**src/rtl/encode83_irq_if.sv**
```systemverilog
// encode83_irq_if: request lines, enable and valid/ack code handshake of the
// encode83_irq sequential priority encoder, plus debug visibility of its state.
//
// Handshake: the encoder raises valid together with a stable code on A2..A0
// and holds both until the consumer asserts ack on a rising clock edge while
// valid=1; that edge completes the transfer and drops valid. ack while valid=0
// has no effect.
interface encode83_irq_if;
  // Asynchronous active-low request lines, I7 highest fixed priority
  logic       I0;
  logic       I1;
  logic       I2;
  logic       I3;
  logic       I4;
  logic       I5;
  logic       I6;
  logic       I7;
  // Enable (active-low) and consumer acknowledge
  logic       EI_n;
  logic       ack;
  // Presented code and status
  logic       A2;
  logic       A1;
  logic       A0;
  logic       valid;
  logic       GS_n;
  logic       EO_n;
  // Debug: FSM state (0=IDLE, 1=PRESENT) and the pending event set
  logic       dbg_state;
  logic [7:0] dbg_pending;

  // Request source / consumer side
  modport master (
    output I0, I1, I2, I3, I4, I5, I6, I7, EI_n, ack,
    input  A2, A1, A0, valid, GS_n, EO_n, dbg_state, dbg_pending
  );

  // Encoder side
  modport slave (
    input  I0, I1, I2, I3, I4, I5, I6, I7, EI_n, ack,
    output A2, A1, A0, valid, GS_n, EO_n, dbg_state, dbg_pending
  );
endinterface

```
**src/rtl/encode83_irq.sv**
```systemverilog
// encode83_irq: sequential 8-to-3 priority encoder with edge-captured pending
// requests and a valid/ack presentation handshake.
// Optional macro ENC83_ROTATE_PRIO_EN: round-robin search starting below the
// last granted code; when undefined, fixed priority (I7 highest).
module encode83_irq #(
  parameter int SYNC_STAGES = 2
) (
  input  logic          clk,
  input  logic          rst_n,
  encode83_irq_if.slave bus
);

  // Fewer than two stages would not be a synchronizer; clamp defensively.
  localparam int STAGES = (SYNC_STAGES < 2) ? 2 : SYNC_STAGES;

  typedef enum logic {
    S_IDLE    = 1'b0,
    S_PRESENT = 1'b1
  } state_t;

  logic [7:0]              w_req_n;
  logic [STAGES-1:0][7:0]  r_sync;
  logic [7:0]              r_prev;
  logic [7:0]              w_event;
  logic [7:0]              r_pending;
  logic [7:0]              w_clr;
  state_t                  r_state;
  state_t                  w_state_next;
  logic [2:0]              r_code;
  logic                    w_load;
  logic                    w_handshake;
  logic                    r_gs_n;
  logic                    r_eo_n;
  logic [2:0]              w_base;
  logic                    w_found;
  logic [2:0]              w_idx;
  logic [2:0]              w_cand;

  assign w_req_n = {bus.I7, bus.I6, bus.I5, bus.I4,
                    bus.I3, bus.I2, bus.I1, bus.I0};

  // Synchronizer chain and previous-sample flop; idle level of every line is 1
  always_ff @(posedge clk or negedge rst_n) begin
    if (!rst_n) begin
      r_sync <= '1;
      r_prev <= '1;
    end else begin
      r_sync[0] <= w_req_n;
      for (int s = 1; s < STAGES; s++) begin
        r_sync[s] <= r_sync[s-1];
      end
      r_prev <= r_sync[STAGES-1];
    end
  end

  // A falling edge of the synchronized line is one assertion event
  assign w_event = r_prev & ~r_sync[STAGES-1];

  // Pending set: a new event wins over a same-cycle clear of the same bit
  always_ff @(posedge clk or negedge rst_n) begin
    if (!rst_n) begin
      r_pending <= 8'h00;
    end else begin
      r_pending <= (r_pending & ~w_clr) | w_event;
    end
  end

`ifdef ENC83_ROTATE_PRIO_EN
  logic [2:0] r_last_grant;

  // Remember the most recently handed-over code for the rotating search
  always_ff @(posedge clk or negedge rst_n) begin
    if (!rst_n) begin
      r_last_grant <= 3'd0;
    end else if (w_handshake) begin
      r_last_grant <= r_code;
    end
  end

  assign w_base = r_last_grant;
`else
  // Base 0 makes the search order 7,6,...,0: plain fixed priority
  assign w_base = 3'd0;
`endif

  // Search base-1, base-2, ... base (mod 8) and take the first pending bit
  always_comb begin
    w_found = 1'b0;
    w_idx   = 3'd0;
    w_cand  = 3'd0;
    for (int i = 1; i <= 8; i++) begin
      w_cand = w_base - i[2:0];
      if (!w_found && r_pending[w_cand]) begin
        w_found = 1'b1;
        w_idx   = w_cand;
      end
    end
  end

  // FSM state register
  always_ff @(posedge clk or negedge rst_n) begin
    if (!rst_n) begin
      r_state <= S_IDLE;
    end else begin
      r_state <= w_state_next;
    end
  end

  // FSM next state: present only when enabled; leave PRESENT on ack
  always_comb begin
    w_state_next = r_state;
    case (r_state)
      S_IDLE:    if (!bus.EI_n && w_found) w_state_next = S_PRESENT;
      S_PRESENT: if (bus.ack)              w_state_next = S_IDLE;
      default:                             w_state_next = S_IDLE;
    endcase
  end

  // FSM outputs: code load strobe and pending-clear mask on handshake
  always_comb begin
    w_load      = 1'b0;
    w_handshake = 1'b0;
    w_clr       = 8'h00;
    case (r_state)
      S_IDLE: begin
        w_load = !bus.EI_n && w_found;
      end
      S_PRESENT: begin
        w_handshake = bus.ack;
        if (bus.ack) w_clr = 8'h01 << r_code;
      end
      default: begin
        w_load = 1'b0;
      end
    endcase
  end

  // Code register: loaded on entry to PRESENT, held stable until the next load
  always_ff @(posedge clk or negedge rst_n) begin
    if (!rst_n) begin
      r_code <= 3'b000;
    end else if (w_load) begin
      r_code <= w_idx;
    end
  end

  // Group-select / enable-out status, re-evaluated every cycle
  always_ff @(posedge clk or negedge rst_n) begin
    if (!rst_n) begin
      r_gs_n <= 1'b1;
      r_eo_n <= 1'b1;
    end else begin
      r_gs_n <= !(!bus.EI_n && (r_pending != 8'h00));
      r_eo_n <= !(!bus.EI_n && (r_pending == 8'h00));
    end
  end

  assign bus.A2          = r_code[2];
  assign bus.A1          = r_code[1];
  assign bus.A0          = r_code[0];
  assign bus.valid       = (r_state == S_PRESENT);
  assign bus.GS_n        = r_gs_n;
  assign bus.EO_n        = r_eo_n;
  assign bus.dbg_state   = r_state;
  assign bus.dbg_pending = r_pending;

endmodule

```
**src/flat_wrapper.sv**
```systemverilog
// flat-port wrapper written by rule: the top's interface ports become plain ports
module encode83_irq_flat 
#(
  parameter int SYNC_STAGES = 2
)
  (clk, rst_n, bus_I0, bus_I1, bus_I2, bus_I3, bus_I4, bus_I5, bus_I6, bus_I7, bus_EI_n, bus_ack, bus_A2, bus_A1, bus_A0, bus_valid, bus_GS_n, bus_EO_n, bus_dbg_state, bus_dbg_pending);
  encode83_irq_if bus_i ();
  input  logic clk;
  input  logic rst_n;
  input wire logic [$bits(bus_i.I0)-1:0] bus_I0;
  input wire logic [$bits(bus_i.I1)-1:0] bus_I1;
  input wire logic [$bits(bus_i.I2)-1:0] bus_I2;
  input wire logic [$bits(bus_i.I3)-1:0] bus_I3;
  input wire logic [$bits(bus_i.I4)-1:0] bus_I4;
  input wire logic [$bits(bus_i.I5)-1:0] bus_I5;
  input wire logic [$bits(bus_i.I6)-1:0] bus_I6;
  input wire logic [$bits(bus_i.I7)-1:0] bus_I7;
  input wire logic [$bits(bus_i.EI_n)-1:0] bus_EI_n;
  input wire logic [$bits(bus_i.ack)-1:0] bus_ack;
  output wire logic [$bits(bus_i.A2)-1:0] bus_A2;
  output wire logic [$bits(bus_i.A1)-1:0] bus_A1;
  output wire logic [$bits(bus_i.A0)-1:0] bus_A0;
  output wire logic [$bits(bus_i.valid)-1:0] bus_valid;
  output wire logic [$bits(bus_i.GS_n)-1:0] bus_GS_n;
  output wire logic [$bits(bus_i.EO_n)-1:0] bus_EO_n;
  output wire logic [$bits(bus_i.dbg_state)-1:0] bus_dbg_state;
  output wire logic [$bits(bus_i.dbg_pending)-1:0] bus_dbg_pending;
  assign bus_i.I0 = bus_I0;
  assign bus_i.I1 = bus_I1;
  assign bus_i.I2 = bus_I2;
  assign bus_i.I3 = bus_I3;
  assign bus_i.I4 = bus_I4;
  assign bus_i.I5 = bus_I5;
  assign bus_i.I6 = bus_I6;
  assign bus_i.I7 = bus_I7;
  assign bus_i.EI_n = bus_EI_n;
  assign bus_i.ack = bus_ack;
  assign bus_A2 = bus_i.A2;
  assign bus_A1 = bus_i.A1;
  assign bus_A0 = bus_i.A0;
  assign bus_valid = bus_i.valid;
  assign bus_GS_n = bus_i.GS_n;
  assign bus_EO_n = bus_i.EO_n;
  assign bus_dbg_state = bus_i.dbg_state;
  assign bus_dbg_pending = bus_i.dbg_pending;
  encode83_irq #(.SYNC_STAGES(SYNC_STAGES)) u_core (.clk(clk), .rst_n(rst_n), .bus(bus_i));
endmodule
```
**config.mk**
```make
export PLATFORM = sky130hd
export DESIGN_NAME = encode83_irq_flat
export DESIGN_NICKNAME = d
export VERILOG_FILES = /design/src/rtl/encode83_irq_if.sv /design/src/rtl/encode83_irq.sv /design/src/flat_wrapper.sv
export SDC_FILE = /design/constraint.sdc
export NUM_CORES = 1
export LEC_CHECK = 0
export BUFFER_PORTS_ARGS = -buffer_cell sky130_fd_sc_hd__buf_2
export CORE_MARGIN = 2
export CORE_UTILIZATION = 40
export DETAILED_ROUTE_END_ITERATION = 8
export SLEW_MARGIN = 25
export SYNTH_ARGS = -nofsm -noshare
export SYNTH_HDL_FRONTEND = slang
export SYNTH_SLANG_ARGS = --single-unit
```
**constraint.sdc**
```tcl
create_clock -name clk -period 1.7 [get_ports clk]
set_clock_uncertainty 0.1 [all_clocks]
set_input_delay 0.17 -clock clk [delete_from_list [all_inputs] [get_ports clk]]
set_output_delay 0.17 -clock clk [all_outputs]
set_load 0.005 [all_outputs]
```
==> flow_summary.json, run 1 <==
{
  "status": "finished, violations left",
  "violations": "setup timing",
  "setup_violations": 4,
  "max_cap_viol_count": 0,
  "grt_pass1_wl_mm": 3.55,
  "syn_avg_cell_area_um2": 14.9,
  "cts_sinks": 38,
  "synth_fa_ha_area_frac": 0,
  "min_period_ps": 1820,
  "worstMarginPinSlew_ps": 322,
  "dieWidth_um": 60.9,
  "cp_num_buf_inv": 0,
  "cts_buffers": 5,
  "synth_area_um2": 1290,
  "critPathArrivalTime_ps": 1940,
  "tns_ps": -422,
  "die_area_um2": 3710,
  "slew_headroom": 0.785,
  "grt-ovfl-total": 0,
  "initialDrtViolationCount": 90,
  "crit_cells": 4,
  "gp_congestion": 0.854,
  "utilization": 0.560,
  "instances_no_fill": 183,
  "hold_path_class": "input port to asynchronous set/reset pin",
  "wl_mm": 2.12,
  "clock_latency_ps": 330,
  "synth_top_family_by_area": "compound AO/OA/AOI/OAI gates",
  "remaining_drc_errors": 0,
  "netlist_instances": 87,
  "critPathCaptureType": "flip-flop",
  "drive_gt1_frac": 0.547,
  "clockRootBuffer": "clkbuf_4",
  "grt_usage": 0.137,
  "crit_path_top_delay_cell": "or4_4",
  "synth_mux_area_frac": 0.0348,
  "irDropWorstVdd_mv": 0.661,
  "io_buffer_count": 26,
  "grt_max_degree": 16,
  "syn_nets": 99,
  "clock_path_buffers": 2,
  "std_cell_rows": 20,
  "design_area_um2": 1710,
  "startpoint_type": "flip-flop",
  "postPlaceCellArea_um2": 1520,
  "initial_core_util": 0.424,
  "crit_fanout": 4,
  "postRouteAntennaNets": 0,
  "finalNetCount": 150,
  "coreArea_um2": 3050,
  "path_cells": "or4_4, nor3_4, a211o_4, mux2_4",
  "h-tree-depth": 2,
  "cp_top_family": "simple AND/OR/NAND/NOR gates",
  "die-height_um": 60.9,
  "drv_slew": 0,
  "final_critical_path_setup_slack_ps": -117,
  "n_antenna_cell": 0,
  "p_per_area_nw_per_um2": 1040,
  "synthSimpleGateAreaFrac": 0.0696,
  "holdWs_ps": 148,
  "fmax_mhz": 550,
  "ys_warn_count": 0,
  "power_mw": 1.78,
  "finalCritPeriodShare": 1.07,
  "synth_seq_cells": 38,
  "rsz0062_at_grt": "yes",
  "vias_per_cell": 4.37,
  "drt_pass1_iterations": 4,
  "crit_type": "flip-flop to flip-flop",
  "cp_data_required_time_ps": 1820,
  "slowest_delay_ps": 550,
  "yosysUniqueCellTypes": 18,
  "yosysSeqAreaShare": 0.760,
  "synth_compound_area_frac": 0.101,
  "syn2layout_area_growth_pct": 32.2,
  "final_cell_mix": "buf_2 (26), dfstp_2 (26), o21ai_0 (15), dfrtp_1 (12), dlygate4sd3_1 (11)",
  "synthXorXnorAreaFrac": 0,
  "leakage_nw": 0.748,
  "hpwl_mm": 1.49,
  "rr_worst_depth": 4,
  "clk_pin_slew_ps": 110,
  "hold_viol_final": 0,
  "placed_cells": 163,
  "ios": 27,
  "antenna_found_initial": 0,
  "place_ws_ps": -103,
  "grt_pass1_vias": 789,
  "wire_per_inst_um": 11.6,
  "cts_tree": "yes",
  "vias": 799
}
state kept, by name, indices dropped and copies added, names as in the netlist:
signal,flops
u_core.r_sync,16
u_core.bus.dbg_pending,8
u_core.r_prev,8
u_core.r_code,3
u_core.bus.EO_n,1
u_core.bus.GS_n,1
u_core.bus.dbg_state,1
worst register-to-register path, cell delays in order (launching register included):
cell and delay, ps:
dfrtp_1 400, or4_4 550, nor3_4 160, a211o_4 190, mux2_4 300
path summary, 6_finish.rpt:
kind	startpoint	to	slack, ps
setup / recovery	u_core.bus.dbg_pending[6]$_DFF_PN0_	u_core.r_code[1]$_DFFE_PN0P_	-120
hold reg to reg	u_core.r_sync[11]$_DFF_PN1_	u_core.r_prev[3]$_DFF_PN1_	260
max in group asynchronous	rst_n	u_core.r_sync[5]$_DFF_PN1_	780
hold / removal	rst_n	u_core.r_code[2]$_DFFE_PN0P_	150
min in group clk	u_core.r_sync[11]$_DFF_PN1_	u_core.r_prev[3]$_DFF_PN1_	260
setup reg to reg	u_core.bus.dbg_pending[6]$_DFF_PN0_	u_core.r_code[1]$_DFFE_PN0P_	-120
power by group:
group,internal [mW],switching (mW)
clock,0.201,0.269
sequential,0.995,0.0633
combinational,0.139,0.111
layer usage:
metal  routed length (um)  vias up  part of all wire  GRT usage
li1                     -      392                 -          -
met1                 1020      364              0.48      0.173
met2                  928       36              0.44      0.200
met3                  133        7             0.063     0.0640
met4                   47        0             0.022     0.0652
met5                    0        -                 0          0
kinds of logic (layout without fill, tap and decap cells):
family	Yosys count	in the layout
buffers and inverters	11	63
multiplexers	3	3
AND/OR/NAND/NOR	14	14
AO/OA/AOI/OAI	21	21
flip-flops	38	38
synthesized netlist by cell type (all sizes together):
master | count | area share
buf | 1 | 0.0058
dfstp | 26 | 0.53
dfrtp | 12 | 0.23
nand3b | 1 | 0.0058
nand2 | 2 | 0.0058
o31ai | 3 | 0.017
nor3 | 1 | 0.013
or4 | 1 | 0.0087
nand2b | 4 | 0.019
nand3 | 1 | 0.0039
o21ai | 15 | 0.058
mux2 | 3 | 0.035
inv | 10 | 0.029
nor2 | 3 | 0.0087
or2 | 1 | 0.0048
a21oi | 1 | 0.0039
a211o | 2 | 0.021
layout make-up:
type                    instances  area, um^2
well taps                      44        55.1
fillers                       264        1340
inverters                      10        37.5
multi-input cells              38         270
repair buffers                 45         304
flip-flops and latches         38         983
clock inverters                 1        5.00
clock buffers                   7        55.1
what timing repair did:
item,in CTS,in global routing
hold endpoints to repair,25,0
hold buffers,11,0
setup buffers,0,1
gates resized for setup,1,2
pin swaps,0,0
gates cloned,0,0
setup endpoints to repair,4,4
Note: power is estimated with default switching activity, not from simulation.
==> run 2, diff against run 1 <==
--- a/config.mk
+++ b/config.mk
@@ -9,6 +9,7 @@
 export CORE_MARGIN = 2
 export CORE_UTILIZATION = 40
 export DETAILED_ROUTE_END_ITERATION = 8
+export SETUP_SLACK_MARGIN = 0.15
 export SLEW_MARGIN = 25
 export SYNTH_ARGS = -nofsm -noshare
 export SYNTH_HDL_FRONTEND = slang
==> constraint.sdc (replaced) <==
create_clock -name clk -period 2.05 [get_ports clk]
set_clock_uncertainty 0.1 [all_clocks]
set_input_delay 0.205 -clock clk [delete_from_list [all_inputs] [get_ports clk]]
set_output_delay 0.205 -clock clk [all_outputs]
set_load 0.005 [all_outputs]
==> run 2 against run 1 <==
The flow now finishes without violations. Hold slack better by 110 ps. Sequential share of layout area up 1.1 points. Via count up 1.5%. Global-route usage up 0.27 points. Register-to-register slack better by 340 ps. Critical endpoint is now u_core.r_code[0]$_DFFE_PN0P_. Largest cell class unchanged.
==> flow_summary.json, run 2 (synthesis results as in run 1) <==
{
  "antenna_found_initial": 0,
  "clockRootBuffer": "clkbuf_4",
  "rsz0062_at_grt": "no",
  "ios": 27,
  "die-height_um": 60.9,
  "hold_viol_final": 0,
  "hpwl_mm": 1.35,
  "fmax_mhz": 546,
  "cp_data_required_time_ps": 2180,
  "syn2layout_area_growth_pct": 29.7,
  "critPathArrivalTime_ps": 1960,
  "final_cell_mix": "buf_2 (26), dfstp_2 (26), o21ai_0 (15), dfrtp_1 (12), dlygate4sd3_1 (11)",
  "setup_violations": 0,
  "io_buffer_count": 26,
  "slew_headroom": 0.478,
  "grt-ovfl-total": 0,
  "startpoint_type": "flip-flop",
  "fillers": 282,
  "regMostFlops": "u_core.r_sync",
  "clk_pin_slew_ps": 110,
  "grt_max_degree": 39,
  "h-tree-depth": 2,
  "finalNetCount": 147,
  "drv_slew": 0,
  "critPathCaptureType": "flip-flop",
  "largest_reg_flops": 16,
  "std_cell_rows": 20,
  "combPwrFrac": 0.127,
  "hold_path_class": "flip-flop to flip-flop",
  "multi_input_area_um2": 265,
  "initialDrtViolationCount": 32,
  "n_antenna_cell": 0,
  "cts_resized": 0,
  "crit_fanout": 4,
  "vias_per_cell": 4.51,
  "postRouteAntennaNets": 0,
  "cts_tree": "yes",
  "p_sw_frac": 0.245,
  "coreArea_um2": 3050,
  "min_period_ps": 1830,
  "initial_core_util": 0.424,
  "tns_ps": 0,
  "holdWs_ps": 256,
  "wl_mm": 2.09,
  "power_switching_mw": 0.356,
  "dieWidth_um": 60.9,
  "wire_per_inst_um": 11.6,
  "vias": 811,
  "irDropWorstVdd_mv": 0.433,
  "worstMarginPinSlew_ps": 784,
  "cts_buffers": 5,
  "clock_path_buffers": 2,
  "leakage_nw": 0.726,
  "drt_pass1_iterations": 4,
  "max_cap_viol_count": 0,
  "p_per_area_nw_per_um2": 868,
  "grt_usage": 0.140,
  "seq_area_um2": 983,
  "finalCritPeriodShare": 0.893,
  "clock_latency_ps": 340,
  "clkPwrFrac": 0.268,
  "grt_pass1_vias": 787,
  "power_mw": 1.46,
  "drive_gt1_frac": 0.522,
  "crit_type": "flip-flop to flip-flop",
  "die_area_um2": 3710,
  "status": "finished clean",
  "cts_sinks": 38,
  "p_int_mw": 1.10,
  "remaining_drc_errors": 0,
  "pwr-share-seq": 0.604,
  "grt_pass1_wl_mm": 3.59,
  "gp_congestion": 0.857
}
==> run 2: changes by cell type in the layout (fill, tap and decap cells not counted), sizes merged <==
cell / previous run / this run
buf: 34 / 31
clkinv: 1 / 0
clkbuf: 7 / 8
==> run 2: what timing repair did <==
action,in CTS,in global routing
pin swaps,1,3
hold endpoints to repair,23,0
setup endpoints to repair,3,4
hold buffers,11,0
setup buffers,3,2
==> run 2: final timing paths <==
check	end	start	slack, ps	cells after the start
worst max-delay path	u_core.r_code[0]$_DFFE_PN0P_	u_core.bus.dbg_pending[5]$_DFF_PN0_	220	4
worst min-delay path	u_core.r_prev[6]$_DFF_PN1_	u_core.r_sync[14]$_DFF_PN1_	260	0
worst max register to register	u_core.r_code[0]$_DFFE_PN0P_	u_core.bus.dbg_pending[5]$_DFF_PN0_	220	4
worst min register to register	u_core.r_prev[6]$_DFF_PN1_	u_core.r_sync[14]$_DFF_PN1_	260	0
max in group asynchronous	u_core.bus.dbg_pending[1]$_DFF_PN0_	rst_n	980	2
min in group asynchronous	u_core.r_code[2]$_DFFE_PN0P_	rst_n	380	2
==> run 2: stage by stage <==
step	area [um^2]	util	setup slack (ps)	std cells
global route	1680	0.550	151	180
global placement	1470	0.482	227	156
floorplan	1290	-	243	87
finish	1680	0.550	218	180
detailed placement	1470	0.482	163	156
CTS	1660	0.545	157	178
==> run 2: final cells by class <==
| class | instances | share of cell area |
|---|---|---|
| Tap cell | 44 | 0.0328 |
| Multi-Input combinational cell | 38 | 0.158 |
| Inverter | 10 | 0.0224 |
| Timing Repair Buffer | 42 | 0.166 |
| Clock buffer | 8 | 0.0350 |
| Sequential cell | 38 | 0.586 |
==> run 2: power by group through the flow <==
| stage | clock, mW | sequential, mW | combinational (mW) |
|---|---|---|---|
| after floorplan | 0 | 0.886 | 0.0796 |
| after global placement | 0 | 0.893 | 0.153 |
| after detailed placement | 0 | 0.899 | 0.151 |
| after CTS | 0.410 | 0.880 | 0.186 |
| after global routing | 0.445 | 0.892 | 0.210 |
| final | 0.391 | 0.880 | 0.186 |
==> run 2: critical path: stages (launching register included) <==
cell	delay, ps
dfrtp_1	390
or4_4	560
nor3_4	170
a211o_4	200
mux2_4	290
==> run 2: per-layer routing <==
layer,global-route usage,routed length [um],up-vias,share of wire
li1,-,-,385,-
met1,0.177,953,386,0.46
met2,0.204,942,36,0.45
met3,0.0704,172,4,0.082
met4,0.0559,23,0,0.011
met5,0,0,-,0
==> run 3, diff against run 2 <==
==> constraint.sdc (replaced) <==
create_clock -name clk -period 2.2 [get_ports clk]
set_clock_uncertainty 0.1 [all_clocks]
set_input_delay 0.22 -clock clk [delete_from_list [all_inputs] [get_ports clk]]
set_output_delay 0.22 -clock clk [all_outputs]
set_load 0.005 [all_outputs]
==> run 3 against run 2 <==
Die area stayed put. Wire length is 1.5% lower. Non-clock buffer count fell by 5. First-iteration DRC count is 44% lower. Combinational power is 17% lower. Clock-buffer cell count decreased by 1. Utilization decreased by 1.2 points. Via count down 3.6%.
==> flow_summary.json, run 3 (synthesis results as in run 1) <==
{
  "status": "finished clean",
  "crit_fanout": 5,
  "critPathCaptureType": "flip-flop",
  "fmax_mhz": 525,
  "cp_num_buf_inv": 0,
  "rr_worst_depth": 4,
  "clkPwrFrac": 0.268,
  "hold_path_end": "u_core.r_sync[8]$_DFF_PN1_",
  "pwr-share-seq": 0.617,
  "r2r_slack_ps": 290,
  "dieWidth_um": 60.9,
  "syn2layout_area_growth_pct": 26.9,
  "cts_buffers": 5,
  "critPathArrivalTime_ps": 2020,
  "n_antenna_cell": 0,
  "p_per_area_nw_per_um2": 815,
  "startpoint_type": "flip-flop",
  "io_buffer_count": 26,
  "final_cell_mix": "buf_2 (26), dfstp_2 (26), o21ai_0 (15), dfrtp_1 (12), dlygate4sd3_1 (11)",
  "h-tree-depth": 2,
  "ios": 27,
  "crit_type": "flip-flop to flip-flop",
  "placed_cells": 156,
  "initial_core_util": 0.424,
  "clock_latency_ps": 330,
  "cts_setup_buffers": 0,
  "max_cap_viol_count": 0,
  "hold_path_class": "flip-flop to flip-flop",
  "hpwl_mm": 1.39,
  "slew_headroom": 0.476,
  "die_area_um2": 3710,
  "regMostFlops": "u_core.r_sync",
  "instances_no_fill": 175,
  "largest_reg_flops": 16,
  "setup_violations": 0,
  "whs_path_depth": 0,
  "final_critical_path_setup_slack_ps": 294,
  "cts_tree": "yes",
  "power_switching_mw": 0.327,
  "drt_pass1_iterations": 4,
  "clock_path_buffers": 2,
  "hold_viol_final": 0,
  "finalCritPeriodShare": 0.866,
  "worstMarginPinSlew_ps": 786,
  "path_cells": "or4_4, nor3_4, a211o_4, mux2_4",
  "wire_per_inst_um": 11.8,
  "clockRootBuffer": "clkbuf_4",
  "finalNetCount": 142,
  "irDropWorstVdd_mv": 0.377,
  "min_from": "u_core.r_sync[0]$_DFF_PN1_",
  "antenna_found_initial": 0,
  "grt_usage": 0.133,
  "reg2reg_to": "u_core.r_code[0]$_DFFE_PN0P_",
  "leakage_nw": 0.706,
  "crit_path_top_delay_cell": "or4_4",
  "remaining_drc_errors": 0,
  "initialDrtViolationCount": 18,
  "slowest_delay_ps": 570,
  "holdWs_ps": 261,
  "p_int_mw": 1.01,
  "clk_pin_slew_ps": 100,
  "grt_pass1_wl_mm": 3.41,
  "reg2reg_from": "u_core.bus.dbg_pending[6]$_DFF_PN0_",
  "drive_gt1_frac": 0.511,
  "grt_pass1_vias": 750,
  "rsz0062_at_grt": "no",
  "std_cell_rows": 20,
  "cts_sinks": 38,
  "wl_mm": 2.06,
  "coreArea_um2": 3050,
  "tns_ps": 0,
  "combPwrFrac": 0.115,
  "fillers": 281,
  "cp_data_required_time_ps": 2320,
  "cp_top_family": "simple AND/OR/NAND/NOR gates",
  "gp_congestion": 0.857,
  "vias": 782,
  "min_period_ps": 1910,
  "postRouteAntennaNets": 0,
  "p_sw_frac": 0.244,
  "drv_slew": 0,
  "die-height_um": 60.9,
  "vias_per_cell": 4.47,
  "place_ws_ps": 306,
  "grt_max_degree": 39,
  "grt-ovfl-total": 0
}
[run 3: cell types whose count changed in the layout (fill, tap and decap cells not counted)]
cell | before | now
buf_4 | 5 | 0
clkbuf_1 | 2 | 1
clkinv_2 | 0 | 1
[run 3: layout make-up]
cell class	instances	area, um^2	share of cell area
clock inverters	1	5.00	0.00305
inverters	10	37.5	0.0229
repair buffers	37	240	0.146
multi-input cells	38	265	0.162
flip-flops and latches	38	983	0.599
clock buffers	7	55.1	0.0335
well taps	44	55.1	0.0335
[run 3: worst max path at each step]
stage | start | endpoint | slack (ps) | cells past startpoint
4_1_cts | u_core.bus.dbg_pending[6]$_DFF_PN0_ | u_core.r_code[0]$_DFFE_PN0P_ | 290 | 4
2_1_floorplan | u_core.bus.dbg_pending[6]$_DFF_PN0_ | u_core.r_code[0]$_DFFE_PN0P_ | 390 | 4
6_report | u_core.bus.dbg_pending[6]$_DFF_PN0_ | u_core.r_code[0]$_DFFE_PN0P_ | 290 | 4
3_5_place_dp | u_core.bus.dbg_pending[6]$_DFF_PN0_ | u_core.r_code[0]$_DFFE_PN0P_ | 310 | 4
3_3_place_gp | u_core.bus.dbg_pending[6]$_DFF_PN0_ | u_core.r_code[0]$_DFFE_PN0P_ | 380 | 4
5_1_grt | u_core.bus.dbg_pending[6]$_DFF_PN0_ | u_core.r_code[0]$_DFFE_PN0P_ | 230 | 4
[run 3: per-stage QoR]
step | utilization | cell area (um^2) | total power, mW
after floorplan | - | 1290 | 0.900
after global placement | 0.482 | 1470 | 0.976
after detailed placement | 0.482 | 1470 | 0.980
after CTS | 0.534 | 1630 | 1.36
after global routing | 0.538 | 1640 | 1.42
final | 0.538 | 1640 | 1.34
[run 3: what timing repair did]
action | CTS | global route
hold buffers | 10 | 1
endpoints found under the setup margin | 0 | 0
gates resized for setup | 0 | 0
hold endpoints to repair | 21 | 1
[run 3: power groups by stage]
| stage | Combinational (mW) | Sequential, mW | Clock [mW] |
|---|---|---|---|
| floorplan | 0.0742 | 0.826 | 0 |
| global placement | 0.143 | 0.833 | 0 |
| detailed placement | 0.141 | 0.838 | 0 |
| CTS | 0.155 | 0.826 | 0.378 |
| global route | 0.175 | 0.836 | 0.408 |
| finish | 0.154 | 0.825 | 0.359 |
[run 3: layer usage]
metal | vias up | wire length [um] | GRT usage
met5 | - | 0 | 0
met4 | 0 | 31 | 0.0559
met3 | 5 | 143 | 0.0725
met2 | 28 | 981 | 0.198
met1 | 376 | 904 | 0.160
li1 | 373 | - | -
